===== src/rtl/conv_scheduler.sv =====
// ---------------------------------------------------------------------------
// conv_scheduler
//
// Top-level sequencer for the 3x3 convolution datapath. For each of
// NUM_FILTERS kernels it reads nine weights from the kernel ROM, then holds
// the datapath enable until the datapath reports completion. Every result
// the datapath stores is remapped into one shared feature-map RAM. Each
// filter's output map occupies a contiguous block starting at
// filter*(H-2)*(W-2).
//
// Ports
//   i_clk            system clock, rising edge
//   i_rst            synchronous active-high reset
//   i_start          start pulse, accepted only while idle
//   o_busy           high from the cycle after an accepted start until done
//   o_done           one-cycle pulse when every filter has finished
//   o_filter_idx     filter currently loading or running
//   o_krom_addr      kernel ROM read address (ROM has 1-cycle latency)
//   i_krom_data      kernel ROM read data
//   o_kernel0..8     registered weights, row-major
//   o_conv_en        level enable to the datapath
//   i_conv_done      datapath completion flag
//   i_conv_store     datapath result-valid strobe
//   i_conv_result    datapath result
//   i_conv_addr      datapath output-pixel address
//   o_fmap_we        feature-map write enable
//   o_fmap_addr      feature-map write address
//   o_fmap_data      feature-map write data
// ---------------------------------------------------------------------------
module conv_scheduler #(
   parameter int NUM_FILTERS = 4,
   parameter int H           = 28,
   parameter int W           = 28,
   parameter int KADDR_W     = 6,
   parameter int OADDR_W     = 12
) (
   input  logic               i_clk,
   input  logic               i_rst,
   input  logic               i_start,
   output logic               o_busy,
   output logic               o_done,
   output logic [3:0]         o_filter_idx,
   output logic [KADDR_W-1:0] o_krom_addr,
   input  logic [7:0]         i_krom_data,
   output logic [7:0]         o_kernel0,
   output logic [7:0]         o_kernel1,
   output logic [7:0]         o_kernel2,
   output logic [7:0]         o_kernel3,
   output logic [7:0]         o_kernel4,
   output logic [7:0]         o_kernel5,
   output logic [7:0]         o_kernel6,
   output logic [7:0]         o_kernel7,
   output logic [7:0]         o_kernel8,
   output logic               o_conv_en,
   input  logic               i_conv_done,
   input  logic               i_conv_store,
   input  logic [7:0]         i_conv_result,
   input  logic [9:0]         i_conv_addr,
   output logic               o_fmap_we,
   output logic [OADDR_W-1:0] o_fmap_addr,
   output logic [7:0]         o_fmap_data
);

   localparam int         MAP_SIZE    = (H - 2) * (W - 2);
   localparam logic [3:0] LAST_FILTER = 4'(NUM_FILTERS - 1);
   localparam logic [3:0] LOAD_LAST   = 4'd9;

   typedef enum logic [2:0] {
      S_IDLE,
      S_LOAD,
      S_RUN,
      S_GAP,
      S_FINISH
   } state_t;

   state_t               r_state;
   state_t               w_stateNext;
   logic [3:0]           r_loadCnt;
   logic [3:0]           w_loadCntNext;
   logic [3:0]           r_filterIdx;
   logic [3:0]           w_filterIdxNext;
   logic [KADDR_W-1:0]   r_kbase;
   logic [KADDR_W-1:0]   w_kbaseNext;
   logic [OADDR_W-1:0]   r_fbase;
   logic [OADDR_W-1:0]   w_fbaseNext;
   logic [7:0]           r_kernel [0:8];
   logic                 r_fmapWe;
   logic [OADDR_W-1:0]   r_fmapAddr;
   logic [7:0]           r_fmapData;
   logic                 w_acceptStore;

   // Next-state logic. The load counter is zero in every state except LOAD,
   // so entering LOAD always starts from k=0. The ROM and feature-map bases
   // are running sums stepped in GAP, so no multiplier is needed. They are
   // cleared while idle and on the way out of FINISH so a new run starts
   // from filter 0.
   always_comb begin
      w_stateNext     = r_state;
      w_loadCntNext   = 4'd0;
      w_filterIdxNext = r_filterIdx;
      w_kbaseNext     = r_kbase;
      w_fbaseNext     = r_fbase;
      case (r_state)
         S_IDLE: begin
            w_filterIdxNext = 4'd0;
            w_kbaseNext     = '0;
            w_fbaseNext     = '0;
            if (i_start) begin
               w_stateNext = S_LOAD;
            end
         end
         S_LOAD: begin
            if (r_loadCnt == LOAD_LAST) begin
               w_stateNext = S_RUN;
            end else begin
               w_loadCntNext = r_loadCnt + 4'd1;
            end
         end
         S_RUN: begin
            if (i_conv_done) begin
               w_stateNext = S_GAP;
            end
         end
         S_GAP: begin
            if (r_filterIdx == LAST_FILTER) begin
               w_stateNext = S_FINISH;
            end else begin
               w_filterIdxNext = r_filterIdx + 4'd1;
               w_kbaseNext     = r_kbase + KADDR_W'(9);
               w_fbaseNext     = r_fbase + OADDR_W'(MAP_SIZE);
               w_stateNext     = S_LOAD;
            end
         end
         S_FINISH: begin
            w_filterIdxNext = 4'd0;
            w_kbaseNext     = '0;
            w_fbaseNext     = '0;
            w_stateNext     = S_IDLE;
         end
         default: begin
            w_stateNext = S_IDLE;
         end
      endcase
   end

   // Stores are only honoured while the datapath is enabled; a store that
   // coincides with conv_done is still inside RUN and is therefore kept.
   assign w_acceptStore = (r_state == S_RUN) && i_conv_store;

   // State, counters, weights and the registered write port. The ROM data
   // seen at load step k belongs to the address issued at step k-1, so
   // steps 1..9 fill kernel0..kernel8. Weights are only written in LOAD and
   // therefore hold through RUN, GAP and after done.
   always_ff @(posedge i_clk) begin
      if (i_rst) begin
         r_state     <= S_IDLE;
         r_loadCnt   <= 4'd0;
         r_filterIdx <= 4'd0;
         r_kbase     <= '0;
         r_fbase     <= '0;
         for (int i = 0; i < 9; i++) begin
            r_kernel[i] <= 8'd0;
         end
         r_fmapWe   <= 1'b0;
         r_fmapAddr <= '0;
         r_fmapData <= 8'd0;
      end else begin
         r_state     <= w_stateNext;
         r_loadCnt   <= w_loadCntNext;
         r_filterIdx <= w_filterIdxNext;
         r_kbase     <= w_kbaseNext;
         r_fbase     <= w_fbaseNext;
         if (r_state == S_LOAD) begin
            for (int i = 0; i < 9; i++) begin
               if (r_loadCnt == 4'(i + 1)) begin
                  r_kernel[i] <= i_krom_data;
               end
            end
         end
         r_fmapWe <= w_acceptStore;
         if (w_acceptStore) begin
            r_fmapAddr <= r_fbase + OADDR_W'(i_conv_addr);
            r_fmapData <= i_conv_result;
         end
      end
   end

   // ROM address: base plus load step during steps 0..8, otherwise parked
   // at the base so it reads 0 out of reset and while idle.
   always_comb begin
      o_krom_addr = r_kbase;
      if ((r_state == S_LOAD) && (r_loadCnt != LOAD_LAST)) begin
         o_krom_addr = r_kbase + KADDR_W'(r_loadCnt);
      end
   end

   assign o_busy       = (r_state != S_IDLE);
   assign o_done       = (r_state == S_FINISH);
   assign o_conv_en    = (r_state == S_RUN);
   assign o_filter_idx = r_filterIdx;
   assign o_fmap_we    = r_fmapWe;
   assign o_fmap_addr  = r_fmapAddr;
   assign o_fmap_data  = r_fmapData;

   assign o_kernel0 = r_kernel[0];
   assign o_kernel1 = r_kernel[1];
   assign o_kernel2 = r_kernel[2];
   assign o_kernel3 = r_kernel[3];
   assign o_kernel4 = r_kernel[4];
   assign o_kernel5 = r_kernel[5];
   assign o_kernel6 = r_kernel[6];
   assign o_kernel7 = r_kernel[7];
   assign o_kernel8 = r_kernel[8];

endmodule


===== config.mk =====
export PLATFORM = sky130hd
export DESIGN_NAME = conv_scheduler
export DESIGN_NICKNAME = d
export VERILOG_FILES = /design/src/rtl/conv_scheduler.sv
export SDC_FILE = /design/constraint.sdc
export NUM_CORES = 1
export LEC_CHECK = 0
export ABC_CLOCK_PERIOD_IN_PS = 2500
export CORE_UTILIZATION = 48
export CTS_BUF_LIST = sky130_fd_sc_hd__clkbuf_16
export DETAILED_ROUTE_END_ITERATION = 8
export HOLD_SLACK_MARGIN = 0.15
export PLACE_DENSITY = 0.77
export SYNTH_ARGS = -nofsm -noshare
export SYNTH_HDL_FRONTEND = slang
export SYNTH_SLANG_ARGS = --single-unit
export TNS_END_PERCENT = 20

===== constraint.sdc =====
create_clock -name i_clk -period 2.5 [get_ports i_clk]
set_input_delay 0.5 -clock i_clk [delete_from_list [all_inputs] [get_ports i_clk]]
set_output_delay 0.5 -clock i_clk [all_outputs]
set_load 0.005 [all_outputs]

==> results.toml, run 1 <==
[yosys]
synth-edff-count = 72
yosysMostFrequentCell = "edfxtp_1"
mappedNetlistArea_sq_um = 5100
synth-main-ff-cell = "edfxtp_1"
synthArstFlopShare = 0
syn-num-nets = 494
synth.area.top_cells = "edfxtp_1 (42%), dfxtp_1 (19%), ha_1 (4.9%)"
yosys_warnings = 0
synth_seq_cells = 120
synth_cell_types = 55
synth_area_leader_cell = "edfxtp_1"
syn_inst = 442
synth_common_cells = "edfxtp_1 (72), dfxtp_1 (48), a21oi_1 (41)"
ys_seq_area_frac = 0.6124
syn_area_per_cell_sq_um = 11.54
synth_top_area_frac = 0.4239

[sta]
setup_viol = 2
rsz0062_at_grt = "yes"
finalSetupTns_ns = -0.1313
tightest_slew_ns = 0.6689
hold_slack_ns = 0.4538
fin_ws_ns = -0.08512
timing.fmax_mhz = 386.8
slew_headroom = 0.5510
finalHoldViolCount = 0
report.final.slew_viol_count = 0
skew_ns = 0.01068
period_share = 1.034
final.min_clock_period_ns = 2.585

[clock_network]
cts-root-buf = "clkbuf_16"
numCtsBuffers = 17
h-tree-depth = 4
ctsHoldBuffers = 0
clkTransAtPathRegs_ns = 0.06
clkLatencyLatePin_ns = 0.41
clockBufferDepth = 2
tritoncts = "done"
cts_sinks = 120

[pwr]
p_per_area_nw_per_um2 = 732.8
power.leakage_uw = 0.002912
peakVddDrop_v = 0.0004278
finalPower_uw = 5538

[routing]
ant_nets = 0
dr.first_iter.drc_count = 212
wire_per_inst_um = 16.44
avgViaCountPerCell = 5.464
wl_mm = 12.64
dr.pass1.iters = 5
vias = 4202
drc = 0

[placed_design]
placement.io_buffers = 136
pre_cts_ws_ns = -0.1062
dp.final_hpwl_mm = 8.509
gp_congestion = 0.9230

[die]
start_util = 0.4940
ios = 137
die_area_sq_um = 11040
fp.coreArea_sq_um = 10320
row_count = 37
die_w_um = 105.1
die-height_um = 105.1

[final_layout]
num-nets-final = 672
regArea_sq_um = 3131
areaGrowthSynthToFinish_pct = 48.18
diodes = 0
layout-drive-gt1-share = 0.1659
fill_cells = 711
multi_input_area_sq_um = 1882

[worst_setup_path]
critPathLaunchType = "flip-flop"
critPathCaptureType = "primary output"
worstPathArrival_ns = 2.09
cp_max_fo = 4
worstPathRequired_ns = 2.00
critical_path_class = "reg -> out"

[global_route]
grt-ovfl-total = 0
grt_use_total = 0.2360
grt_max_degree = 44
antenna_found_initial = 0
grt_pass1_wl_mm = 20.00
grt_pass1_vias = 4077

[job]
cap_violations = 0

[hold_path]
hold_class = "reg -> reg"

[run_status]
status = "finished with violations"
violations = "setup timing"
[worst max-delay path, cell delays in order (launching register included)]
cell and delay, ns:
dfxtp_4 0.37, ha_4 0.16, nand3b_1 0.10, or3b_4 0.42, or3_1 0.33, o211ai_1 0.16, buf_2 0.14
[final cells by class]
cell class	count	area share
clock inverter	15	0.02351
sequential	120	0.4142
clock buffer	17	0.05629
inverter	16	0.007947
timing repair buffer	181	0.2265
tap	136	0.02252
multi-input combinational	284	0.2490
[repair_timing]
action                                  in CTS  in global routing
pin swaps                                    2                  5
endpoints found under the setup margin       6                 14
setup buffers                               12                  1
resized for setup                           42                 10
gates cloned                                 1                  0
[sequential cells by signal (all words and copies together), names as in the netlist]
name	flops
r_state	3
o_fmap_we	1
r_kernel	72
o_fmap_data	8
r_kbase	6
r_fbase	10
o_fmap_addr	12
r_loadCnt	4
o_filter_idx	4
[metrics by stage]
| step | instances | util | cell area, sq um |
|---|---|---|---|
| floorplan | 442 | - | 5100 |
| global placement | 723 | 0.6559 | 6771 |
| detailed placement | 723 | 0.6559 | 6771 |
| CTS | 768 | 0.7290 | 7526 |
| global route | 769 | 0.7320 | 7557 |
| finish | 769 | 0.7320 | 7557 |
[final timing paths]
kind                  startpoint               to  slack, ns  cells after the start
hold reg to reg   o_fmap_addr[4]   o_fmap_addr[4]       0.45                      2
hold / removal    o_fmap_addr[4]   o_fmap_addr[4]       0.45                      2
setup reg to reg    r_loadCnt[0]  r_kernel[0][69]       0.10                     14
setup / recovery    r_loadCnt[0]   o_krom_addr[5]      -0.09                      6
[per-layer routing]
| metal | wire, um | part of all wire | GRT usage | vias to the layer above |
|---|---|---|---|---|
| met3 | 838 | 0.066 | 0.06114 | 27 |
| met1 | 5219 | 0.41 | 0.2837 | 1974 |
| li1 | - | - | - | 2003 |
| met4 | 248 | 0.020 | 0.09054 | 0 |
| met2 | 6334 | 0.50 | 0.4054 | 198 |
| met5 | 0 | 0 | 0 | - |
[cell families (layout without fill, tap and decap cells)]
logic type / after synthesis / after routing / share of synthesized area
AOI/OAI and AO/OA: 119 / 119 / 0.1423
xor gates and xnor gates: 10 / 10 / 0.01717
adders and majority gates: 21 / 21 / 0.05299
buffers and inverters: 38 / 229 / 0.02993
DFF: 120 / 120 / 0.6124
muxes: 2 / 2 / 0.004416
other: 1 / 1 / 0.0007353
and+or+nand+nor: 131 / 131 / 0.1401
[cells in the final DEF, fill, tap and decap left out, types with 14 or more instances in the layout]
master / n
clkdlybuf4s50_1: 130
clkbuf_16: 17
inv_1: 15
a21oi_1: 39
or3_1: 15
nor2_1: 20
buf_4: 42
ha_1: 18
nor3_1: 14
nand2_1: 32
dfxtp_1: 44
edfxtp_1: 72
o21ai_0: 24
[power by group]
part | leakage (uW) | switching, uW | total [uW] | internal, uW
Sequential | 0.00113 | 61.2 | 2260 | 2200
Clock | 0.000300 | 904 | 2480 | 1570
Combinational | 0.00148 | 399 | 803 | 404
(Power assumes the default switching activity.)
==> inputs of run 2 (changes only) <==
- CORE_UTILIZATION: 48 -> 50
- DONT_BUFFER_PORTS: not set -> 1
- PLACE_DENSITY: 0.77 -> 0.63
==> results.toml, run 2 (synthesis gave the netlist of run 1 again) <==
[hold_path]
holdPathEnd = "o_filter_idx[0]"
hold_start = "i_rst"
hold_depth = 1
hold_class = "in -> reg"

[final_layout]
top_register = "r_kernel"
post-route-util = 0.6021
fin_area_sq_um = 5912
fin_cells = 598
largest_reg_flops = 72
layout-drive-gt1-share = 0.1204
areaGrowthSynthToFinish_pct = 15.92
final_common_cell = "edfxtp_1"
final_cell_mix = "edfxtp_1 (72), dfxtp_1 (44), a21oi_1 (40)"
num-nets-final = 504
diodes = 0

[sta]
report.final.slew_viol_count = 0
rsz0062_at_grt = "yes"
final.min_clock_period_ns = 2.438
setup_viol = 0
timing.fmax_mhz = 410.1
slew_headroom = 0.5102
tightest_slew_ns = 0.7298
period_share = 0.9753
finalHoldViolCount = 0
skew_ns = 0.008431

[worst_setup_path]
crit_path_top_delay_cell = "or3b_4"
worstPathArrival_ns = 1.94
cp_max_fo = 3
worstPathRequired_ns = 2.00
critPathLaunchType = "flip-flop"
cpPeakStageDelay_ns = 0.38
ff2ff_setup_slack_ns = 0.50
crit_path_cell_trace = "inv_2, ha_2, nand3b_1, or3b_4, or3_1, o211ai_1"
critical_path_class = "reg -> out"
r2r.worst_path.cells = 8
r2r-start = "r_loadCnt[1]"
critPathCaptureType = "primary output"
r2r_end = "r_kernel[0][24]"

[pwr]
power.leakage_uw = 0.002237
combPwrFrac = 0.092
switching_power_uw = 1274
p_per_area_nw_per_um2 = 900.7
intPower_uw = 4050
p_clk_frac = 0.480
switching_share = 0.2393
peakVddDrop_v = 0.0004519
seqPwrFrac = 0.427

[global_route]
grt_pass1_wl_mm = 16.92
grt-ovfl-total = 0
antenna_found_initial = 0
grt_use_total = 0.2126
grt_pass1_vias = 3210
grt_max_degree = 45

[routing]
ant_nets = 0
dr.pass1.iters = 5
vias = 3480
avgViaCountPerCell = 5.819
drc = 0
wl_mm = 10.94
wire_per_inst_um = 18.30
dr.first_iter.drc_count = 120

[clock_network]
clkTransAtPathRegs_ns = 0.06
ctsHoldBuffers = 0
h-tree-depth = 4
clockBufferDepth = 2
clkLatencyLatePin_ns = 0.39
tritoncts = "done"
cts-root-buf = "clkbuf_16"
numCtsBuffers = 17
cts_sinks = 120

[die]
die_area_sq_um = 10610
die_w_um = 103.0
start_util = 0.5194
ios = 137
die-height_um = 103.0
row_count = 36
fp.coreArea_sq_um = 9819

[job]
cap_violations = 0

[placed_design]
gp_congestion = 0.8598
place_area_sq_um = 5264
dpl.cell_count = 565
placement.io_buffers = 0
dp.final_hpwl_mm = 7.520

[run_status]
status = "complete, no violations"
run 2: cell count changes in the layout (fill, tap and decap cells not counted), sizes merged:
cell           change
clkinvlp           -1
buf               -35
bufbuf             -1
clkdlybuf4s15      -1
clkdlybuf4s50    -130
clkbuf             -1
bufinv             +1
run 2: worst max-delay path: cells and delay by family (launching register included):
family / cells / cell delay, ns
AOI/OAI and AO/OA: 1 / 0.21
buffers and inverters: 1 / 0.05
and+or+nand+nor: 3 / 0.78
DFF: 1 / 0.34
adders and majority gates: 1 / 0.17
run 2: worst max path at each step:
stage | from | endpoint | depth (start not counted)
after detailed placement | r_loadCnt[1] | o_krom_addr[5] | 6
after floorplan | r_loadCnt[1] | o_krom_addr[5] | 7
after global routing | r_loadCnt[1] | o_krom_addr[5] | 6
final | r_loadCnt[1] | o_krom_addr[5] | 6
after global placement | r_loadCnt[1] | o_krom_addr[5] | 6
after CTS | r_loadCnt[2] | o_krom_addr[5] | 4
run 2: power groups by stage:
| stage | logic [uW] | clock network [uW] | registers (uW) |
|---|---|---|---|
| global route | 553 | 2710 | 2290 |
| global placement | 472 | 0 | 2320 |
| finish | 492 | 2560 | 2280 |
| CTS | 490 | 2600 | 2280 |
| floorplan | 367 | 0 | 2300 |
| detailed placement | 481 | 0 | 2320 |
run 2: metrics by stage:
step	TNS [ns]	hold WS (ns)	setup WS, ns	total power (uW)
finish	0	0.1807	0.06185	5325
global route	-0.1322	0.1550	-0.07294	5555
CTS	0	0.1563	0.005614	5368
detailed placement	0	0.4639	0.2719	2800
global placement	0	0.4585	0.3221	2787
floorplan	0	0.4483	0.2590	2667
run 2: repair_timing:
action / in CTS / in global routing
endpoints found under the setup margin: 6 / 4
buffers inserted: 1 / 0
pin swaps: 1 / 1
resized for setup: 7 / 2
gates cloned: 0 / 0
run 2: metal layers:
metal | track usage | vias up | wire length (um)
li1 | - | 1676 | -
met1 | 0.2621 | 1666 | 4653
met2 | 0.3487 | 132 | 5313
met3 | 0.06576 | 6 | 884
met4 | 0.08342 | 0 | 90
met5 | 0 | - | 0
run 2: layout make-up:
cell class                      count  area, sq um
Fill cell                         829         3908
Sequential cell                   120         3131
Multi-Input combinational cell    284         1833
Clock buffer                       17        425.4
Clock inverter                     15        198.9
Tap cell                          133        166.4
Timing Repair Buffer               13        97.59
Inverter                           16        60.06
==> inputs of run 3 (changes only) <==
- CELL_PAD_IN_SITES_DETAIL_PLACEMENT: not set -> 0
- CELL_PAD_IN_SITES_GLOBAL_PLACEMENT: not set -> 2
- CORE_UTILIZATION: 50 -> 40
- PLACE_DENSITY: 0.63 -> 0.77
- SKIP_LAST_GASP: not set -> 1
==> results.toml, run 3 (synthesis gave the netlist of run 1 again) <==
[global_route]
antenna_found_initial = 0
grt_use_total = 0.1870
grt_pass1_wl_mm = 18.46
grt_max_degree = 24
grt-ovfl-total = 0
grt_pass1_vias = 3423

[hold_path]
hold_class = "in -> reg"

[routing]
avgViaCountPerCell = 5.408
wl_mm = 11.68
dr.first_iter.drc_count = 219
drc = 0
wire_per_inst_um = 18.39
vias = 3434
dr.pass1.iters = 4
ant_nets = 0

[sta]
skew_ns = 0.006534
final.min_clock_period_ns = 2.469
rsz0062_at_grt = "yes"
tightest_slew_ns = 0.9326
report.final.slew_viol_count = 0
finalHoldViolCount = 0
slew_headroom = 0.3762
timing.fmax_mhz = 405.0
fin_ws_ns = 0.03088
period_share = 0.9876
setup_viol = 0

[worst_setup_path]
critPathCaptureType = "primary output"
ff2ff_setup_slack_ns = 0.49
worstPathArrival_ns = 1.97
critPathLaunchType = "flip-flop"
cp_max_fo = 3
critical_path_class = "reg -> out"
worstPathRequired_ns = 2.00

[final_layout]
final_common_cell = "edfxtp_1"
post-route-util = 0.4871
num-nets-final = 506
top_register = "r_kernel"
fill_cells = 1143
diodes = 0
final_cell_mix = "edfxtp_1 (72), dfxtp_1 (44), a21oi_1 (39)"
layout-drive-gt1-share = 0.1263
largest_reg_flops = 72
areaGrowthSynthToFinish_pct = 16.63

[pwr]
peakVddDrop_v = 0.0003825
power.leakage_uw = 0.002211
finalPower_uw = 5130
p_per_area_nw_per_um2 = 862.5

[placed_design]
placement.io_buffers = 0
dp.final_hpwl_mm = 8.128
gp_congestion = 0.8152
pre_cts_ws_ns = 0.2785

[die]
die-height_um = 114.9
ios = 137
die_area_sq_um = 13210
fp.coreArea_sq_um = 12210
row_count = 40
die_w_um = 114.9
start_util = 0.4176

[clock_network]
clkLatencyLatePin_ns = 0.41
numCtsBuffers = 17
clkTransAtPathRegs_ns = 0.06
cts-root-buf = "clkbuf_16"
h-tree-depth = 4
cts_sinks = 120
clockBufferDepth = 2
tritoncts = "done"

[job]
cap_violations = 0

[run_status]
status = "complete, no violations"
run 3: cell count changes in the layout (fill, tap and decap cells not counted), moves of 2 or more:
cell / previous run / this run
inv_6: 4 / 2
bufinv_16: 4 / 2
clkinvlp_4: 0 / 4
dlygate4sd3_1: 0 / 2
run 3: what timing repair did:
item / 4_1_cts / 5_1_grt
gates resized for setup: 7 / 7
endpoints found under the hold margin: 23 / 0
cloned: 0 / 0
setup endpoints to repair: 6 / 5
pin swaps: 1 / 2
buffers inserted: 1 / 0
hold buffers: 2 / 0
run 3: report_power, final:
group / internal [uW] / switching [uW] / total [uW]
combinational: 182 / 325 / 507
clock: 1460 / 876 / 2340
sequential: 2200 / 84.3 / 2280
total: 3840 / 1290 / 5130
run 3: path summary, 6_finish.rpt:
path,end,depth (start not counted),startpoint
worst max register to register,r_kernel[0][41],4,r_state[0]
worst min-delay path,r_loadCnt[3],1,i_rst
worst min register to register,o_fmap_addr[0],2,o_fmap_addr[0]
worst max-delay path,o_krom_addr[5],6,r_loadCnt[1]
run 3: per-stage QoR:
stage	TNS [ns]	cells	hold WS, ns	cell area, sq um
after floorplan	0	442	0.4483	5100
after global placement	0	600	0.4607	5308
after detailed placement	0	600	0.4676	5308
after CTS	-0.01119	635	0.1585	5923
after global routing	-0.1666	635	0.1614	5948
final	0	635	0.1720	5948
run 3: worst max-delay path, cell delays in order (launching register included):
cell and delay [ns]:
dfxtp_2 0.33, inv_2 0.07, ha_4 0.16, nand3b_1 0.09
or3b_4 0.39, or3_1 0.31, o211ai_1 0.21
run 3: routing by layer:
metal,track usage,wire [um],up-vias
li1,-,-,1677
met1,0.2202,4858,1636
met2,0.3084,5795,104
met3,0.06906,830,17
met4,0.07792,192,0
met5,0,0,-
run 3: cell type report:
type	count	area, sq um	share of cell area
tap	168	210.2	0.03534
clock buffer	17	425.4	0.07152
clock inverter	15	152.6	0.02566
timing repair buffer	15	117.6	0.01977
inverter	16	60.06	0.01010
sequential	120	3133	0.5267
multi-input combinational	284	1849	0.3109
